## config.mk

```make
export PLATFORM = sky130hd
export DESIGN_NAME = logic_probe_mc
export DESIGN_NICKNAME = d
export VERILOG_FILES = /design/src/rtl/logic_probe_mc.sv
export SDC_FILE = /design/constraint.sdc
export NUM_CORES = 2
export LEC_CHECK = 0
export CAP_MARGIN = 15
export CORE_MARGIN = 2
export CORE_UTILIZATION = 50
export DETAILED_ROUTE_END_ITERATION = 6
export GPL_TIMING_DRIVEN = 0
export MAX_ROUTING_LAYER = met4
export PLACE_DENSITY = 0.64
export SLEW_MARGIN = 20
export SYNTH_ARGS = -nofsm -noshare
export SYNTH_HDL_FRONTEND = slang
export SYNTH_SLANG_ARGS = --single-unit
export TNS_END_PERCENT = 1
```

## constraint.sdc

```tcl
create_clock -name clk -period 6.5 [get_ports clk]
set_input_delay 1.3 -clock clk [delete_from_list [all_inputs] [get_ports clk]]
set_output_delay 1.3 -clock clk [all_outputs]
set_load 0.005 [all_outputs]
```

## src/rtl/logic_probe_mc.sv

```systemverilog
// Multi-channel logic probe: synchronised window-comparator inputs, per-channel time/edge
// counters over a programmable gate, double-buffered snapshots and a per-gate interrupt.
module logic_probe_mc #(
    parameter int unsigned CHANNELS       = 2,
    parameter int unsigned COUNTERS_WIDTH = 28,
    parameter int unsigned DEFAULT_PERIOD = 2700000,
    parameter int unsigned SYNC_STAGES    = 2
) (
    input  logic                clk,
    input  logic                nreset,
    input  logic [CHANNELS-1:0] comp_data_hi,
    input  logic [CHANNELS-1:0] comp_data_lo,
    input  logic [4:0]          address,
    input  logic                data_request,
    input  logic                write,
    input  logic [31:0]         data_in,
    output logic [31:0]         data,
    output logic                data_ready,
    output logic                interrupt,
    input  logic                interrupt_clear
);

    localparam int unsigned NITEMS = 6;
    localparam logic [7:0]  CH8    = 8'(CHANNELS);

    typedef logic [COUNTERS_WIDTH-1:0] cnt_t;
    localparam cnt_t ONE = cnt_t'(1);

    logic [SYNC_STAGES-1:0] sync_hi [CHANNELS];
    logic [SYNC_STAGES-1:0] sync_lo [CHANNELS];

    logic [CHANNELS-1:0] h, l, hp, lp, rs, rs_prev;
    logic [NITEMS-1:0]   inc    [CHANNELS];
    cnt_t                live   [CHANNELS][NITEMS];
    cnt_t                bumped [CHANNELS][NITEMS];
    cnt_t                shadow [CHANNELS][NITEMS];

    logic [31:0] period;
    logic [31:0] gate_cnt;
    logic        overrun;
    logic        period_wr;
    logic        snapshot;
    logic [1:0]  sel_ch;
    logic [2:0]  sel_item;
    logic [31:0] rd_val;

    assign period_wr = write && (address[2:0] == 3'd7);
    assign snapshot  = !period_wr && (gate_cnt == period - 32'd1);
    assign sel_ch    = address[4:3];
    assign sel_item  = address[2:0];

    // Item order: t_high, t_low, t_z, e_hi, e_lo, e_rs; increments saturate at all-ones
    always_comb begin
        h      = '0;
        l      = '0;
        inc    = '{default: '0};
        bumped = '{default: '0};
        for (int unsigned c = 0; c < CHANNELS; c++) begin
            h[c] = sync_hi[c][SYNC_STAGES-1];
            l[c] = sync_lo[c][SYNC_STAGES-1];
            inc[c][0] = h[c];
            inc[c][1] = l[c];
            inc[c][2] = !h[c] && !l[c];
            inc[c][3] = h[c] && !hp[c];
            inc[c][4] = l[c] && !lp[c];
            inc[c][5] = rs[c] && !rs_prev[c];
            for (int unsigned i = 0; i < NITEMS; i++) begin
                if (inc[c][i] && (live[c][i] != '1))
                    bumped[c][i] = live[c][i] + ONE;
                else
                    bumped[c][i] = live[c][i];
            end
        end
    end

    always_ff @(posedge clk or negedge nreset) begin
        if (!nreset) begin
            for (int unsigned c = 0; c < CHANNELS; c++) begin
                sync_hi[c] <= '0;
                sync_lo[c] <= '0;
                for (int unsigned i = 0; i < NITEMS; i++) begin
                    live[c][i]   <= '0;
                    shadow[c][i] <= '0;
                end
            end
            hp      <= '0;
            lp      <= '0;
            rs      <= '0;
            rs_prev <= '0;
        end else begin
            for (int unsigned c = 0; c < CHANNELS; c++) begin
                sync_hi[c] <= {sync_hi[c][SYNC_STAGES-2:0], comp_data_hi[c]};
                sync_lo[c] <= {sync_lo[c][SYNC_STAGES-2:0], comp_data_lo[c]};
                hp[c]      <= h[c];
                lp[c]      <= l[c];
                rs[c]      <= h[c] | (rs[c] & ~l[c]);
                rs_prev[c] <= rs[c];
                // Snapshot takes this cycle's increment; the new gate starts already holding it
                for (int unsigned i = 0; i < NITEMS; i++) begin
                    if (period_wr) begin
                        live[c][i] <= '0;
                    end else if (snapshot) begin
                        shadow[c][i] <= bumped[c][i];
                        live[c][i]   <= inc[c][i] ? ONE : '0;
                    end else begin
                        live[c][i] <= bumped[c][i];
                    end
                end
            end
        end
    end

    always_comb begin
        rd_val = '0;
        case (sel_item)
            3'd6:    rd_val = {16'h0000, CH8, 6'b000000, interrupt, overrun};
            3'd7:    rd_val = period;
            default: begin
                for (int unsigned c = 0; c < CHANNELS; c++) begin
                    for (int unsigned i = 0; i < NITEMS; i++) begin
                        if (sel_ch == 2'(c) && sel_item == 3'(i))
                            rd_val = 32'(shadow[c][i]);
                    end
                end
            end
        endcase
    end

    always_ff @(posedge clk or negedge nreset) begin
        if (!nreset) begin
            data       <= '0;
            data_ready <= 1'b0;
            period     <= 32'(DEFAULT_PERIOD);
            gate_cnt   <= '0;
            interrupt  <= 1'b0;
            overrun    <= 1'b0;
        end else begin
            data_ready <= data_request;
            if (data_request)
                data <= rd_val;

            if (period_wr) begin
                period   <= (data_in < 32'd2) ? 32'd2 : data_in;
                gate_cnt <= '0;
            end else if (snapshot) begin
                gate_cnt <= '0;
            end else begin
                gate_cnt <= gate_cnt + 32'd1;
            end

            // A snapshot wins over a simultaneous clear and leaves overrun as it was
            if (snapshot) begin
                interrupt <= 1'b1;
                if (interrupt && !interrupt_clear)
                    overrun <= 1'b1;
            end else if (interrupt_clear) begin
                interrupt <= 1'b0;
                overrun   <= 1'b0;
            end
        end
    end

endmodule
```

==> impl_metrics.toml <==
[synth]
synth_cell_types = 79
synth_area_per_cell_um2 = 9.69
yosys_warnings = 0
synth_edf_count = 0
synth-async-reset-ratio_pct = 100
syn_nets = 4065
syn_area_um2 = 38800
synthCells = 4005
synth_seq_cells = 787
synth_flop_cell = "dfrtp_1"
synth_seq_area_share_pct = 50.8

[clock_tree]
insertion_delay_ps = 670
cts-resized-gates = 0
postCtsHoldBufs = 0
cts.htree.levels = 3
clk_pin_slew_ps = 60
root_buffer = "clkbuf_16"
clk_path_buf_depth = 3
cts_sinks = 787
post_cts_buffers = 0
tritoncts = "done"
numCtsBuffers = 86

[drt]
vias_per_cell = 6.33
routed_wl_mm = 133
drc = 2
dr_total_vias = 33500
ant_nets = 0
drtIter0Drc = 3449
dr.pass1.iters = 7
wl_per_cell_um = 25.2

[floorplan]
fp.dieW_um = 283
fp-row-count = 102
core_area_um2 = 77100
die_h_um = 283
start_util_pct = 50.3
dieArea_um2 = 79800
io_pins = 80

[setup_path]
crit_path_start_kind = "flip-flop"
cp_top_family = "simple AND/OR/NAND/NOR gates"
cp-end-kind = "flip-flop"
required_ps = 7030
r2r_slack_ps = 760
arrival_ps = 6270
critPathCapture = "live[196]$_DFF_PN0_"
path_depth = 10
startpoint = "period[0]$_DFFE_PN0P_"
crit_path_max_incr_delay_ps = 880
r2r_start = "period[0]$_DFFE_PN0P_"
crit_fanout = 10
path_class = "reg -> reg"
critPathMostFrequentCell = "clkbuf_1"
slowest_stage = "nor4b_2"
critical_path.cell_chain = "clkbuf_1, nor3_1, nor4b_2, a21oi_1, o31ai_1, nor4bb_1, clkbuf_1, clkbuf_1, a21oi_1, a211oi_1"
crit_buf_inv = 3
r2r_cells = 10
worstReg2RegEnd = "live[196]$_DFF_PN0_"

[power]
power_density_nw_per_um2 = 291
ir_drop_mv = 0.199
leakage_nw = 18.8

[sta]
relSlewSlack_pct = 18.7
post-route-period-util_pct = 88.4
tightest_slew_ps = 1210
final-setup-viol-count = 0
rsz0062_at_grt = "false"
final_max_slew_viol_count = 0
setup_ws_ps = 756
fmax_mhz = 174
fin_skew_ps = 36.3
period_minus_slack_ps = 5740
final-hold-violation-count = 0
tns_ps = 0

[grt]
grt_pass1_vias = 31800
overflow = 0
antenna_found_initial = 2
grt_max_degree = 101
track_usage_pct = 34.5
grt_pass1_wl_mm = 200

[placement]
place_ws_ps = 510
hpwl_mm = 98.4
gp_congestion = 1.04
place.port_buffers = 77

[run_status]
violations = "design-rule violations"
status = "finished, violations left"

[layout]
nFillCells = 6862
nets = 4243
syn_to_final_growth_pct = 13.7
drive_above_1_share_pct = 6.87

[min_path]
hold-path-cell-count = 0
min_path_type = "reg -> reg"
hp-start = "sync_lo[0]$_DFF_PN0_"

[flow_run]
maxCapViolCount = 0
-- power by group --
part           internal (mW)  switching [mW]  total (mW)  leakage (nW)
clock                   3.00            2.09        5.09          1.42
sequential              5.26           0.422        5.69          10.7
combinational          0.650            1.41        2.06          6.72
total                   8.91            3.92        12.8          18.8
-- synth_stat cells, drive strengths merged, types with 9 or more instances --
master / n / area (µm²)
mux2i: 46 / 460
xor2: 180 / 1580
a211oi: 14 / 105
nor4: 42 / 284
o21ai: 42 / 210
ha: 14 / 175
or4: 12 / 93.8
or2: 16 / 100
o221ai: 14 / 123
nand2: 272 / 1020
o22ai: 16 / 100
nand2b: 14 / 87.6
a31oi: 320 / 2000
and2: 30 / 188
o31ai: 9 / 67.6
a22oi: 35 / 263
and3: 63 / 394
dfrtp: 778 / 19500
mux2: 12 / 135
a221oi: 38 / 333
a22o: 23 / 201
nand4: 116 / 726
nor3: 423 / 2120
a2bb2oi: 14 / 123
nor2: 173 / 649
or3: 21 / 131
nand3: 126 / 631
a21oi: 391 / 1960
inv: 76 / 285
clkbuf: 207 / 777
nor2b: 9 / 56.3
dfstp: 9 / 236
buf: 109 / 734
and4: 39 / 342
xnor2: 201 / 1760
-- logic make-up (layout without fill, tap and decap cells) --
group / count (synthesis) / after routing / share of synthesized area, %
simple gates: 1377 / 1377 / 18.1
buf+inv: 393 / 636 / 4.64
fa+ha+maj: 14 / 14 / 0.452
mux: 58 / 58 / 1.54
other cells: 0 / 2 / 0
compound gates: 995 / 995 / 15.9
xor+xnor: 381 / 381 / 8.60
flops: 787 / 787 / 50.8
-- per-stage QoR --
step	power [mW]	util, %	cell area, µm²	hold slack, ps	std cells
2_1_floorplan	6.92	-	38800	331	4005
3_3_place_gp	7.73	53.0	40900	332	5122
3_5_place_dp	7.76	53.5	41200	336	5135
4_1_cts	12.8	57.2	44100	333	5288
5_1_grt	13.3	57.2	44100	338	5289
6_report	12.8	57.2	44100	326	5290
-- registers in the layout, indices dropped and copies added, names as in the netlist --
register,flops
data,32
data_ready,1
gate_cnt,32
h,2
hp,2
inc,2
interrupt,1
live,336
lp,2
overrun,1
period,32
rs,2
rs_prev,2
shadow,336
sync_hi,2
sync_lo,2
-- area by class of cell --
class | count | area (µm²) | area share (%)
timing repair buffer | 90 | 1080 | 2.44
multi-input combinational | 2825 | 17300 | 39.3
sequential | 787 | 19700 | 44.7
tap | 1040 | 1300 | 2.95
inverter | 77 | 289 | 0.655
antenna | 2 | 5.00 | 0.0113
clock buffer | 131 | 2610 | 5.91
buffer | 316 | 1510 | 3.43
clock inverter | 22 | 295 | 0.669
-- placed cells by master (no fill, tap or decap), types with 126 or more instances in the layout --
cell,n
dfrtp_1,778
nor3_1,423
a21oi_1,391
a31oi_1,320
nand2_1,272
clkbuf_1,226
xnor2_1,201
xor2_1,180
nor2_1,172
nand3_1,126
-- how the worst min path moves through the flow --
stage / endpoint
6_report: inc[1]$_DFF_PN0_
5_1_grt: inc[1]$_DFF_PN0_
4_1_cts: inc[1]$_DFF_PN0_
3_5_place_dp: inc[7]$_DFF_PN0_
3_3_place_gp: h[0]$_DFF_PN0_
2_1_floorplan: h[0]$_DFF_PN0_
-- routing by layer --
layer  wire, µm  GRT usage, %
met1      55900          45.9
met2      59600          51.4
met3      10500          5.77
met4       7010          16.3
met5          0             -
Power figures use the tool's default switching activity.
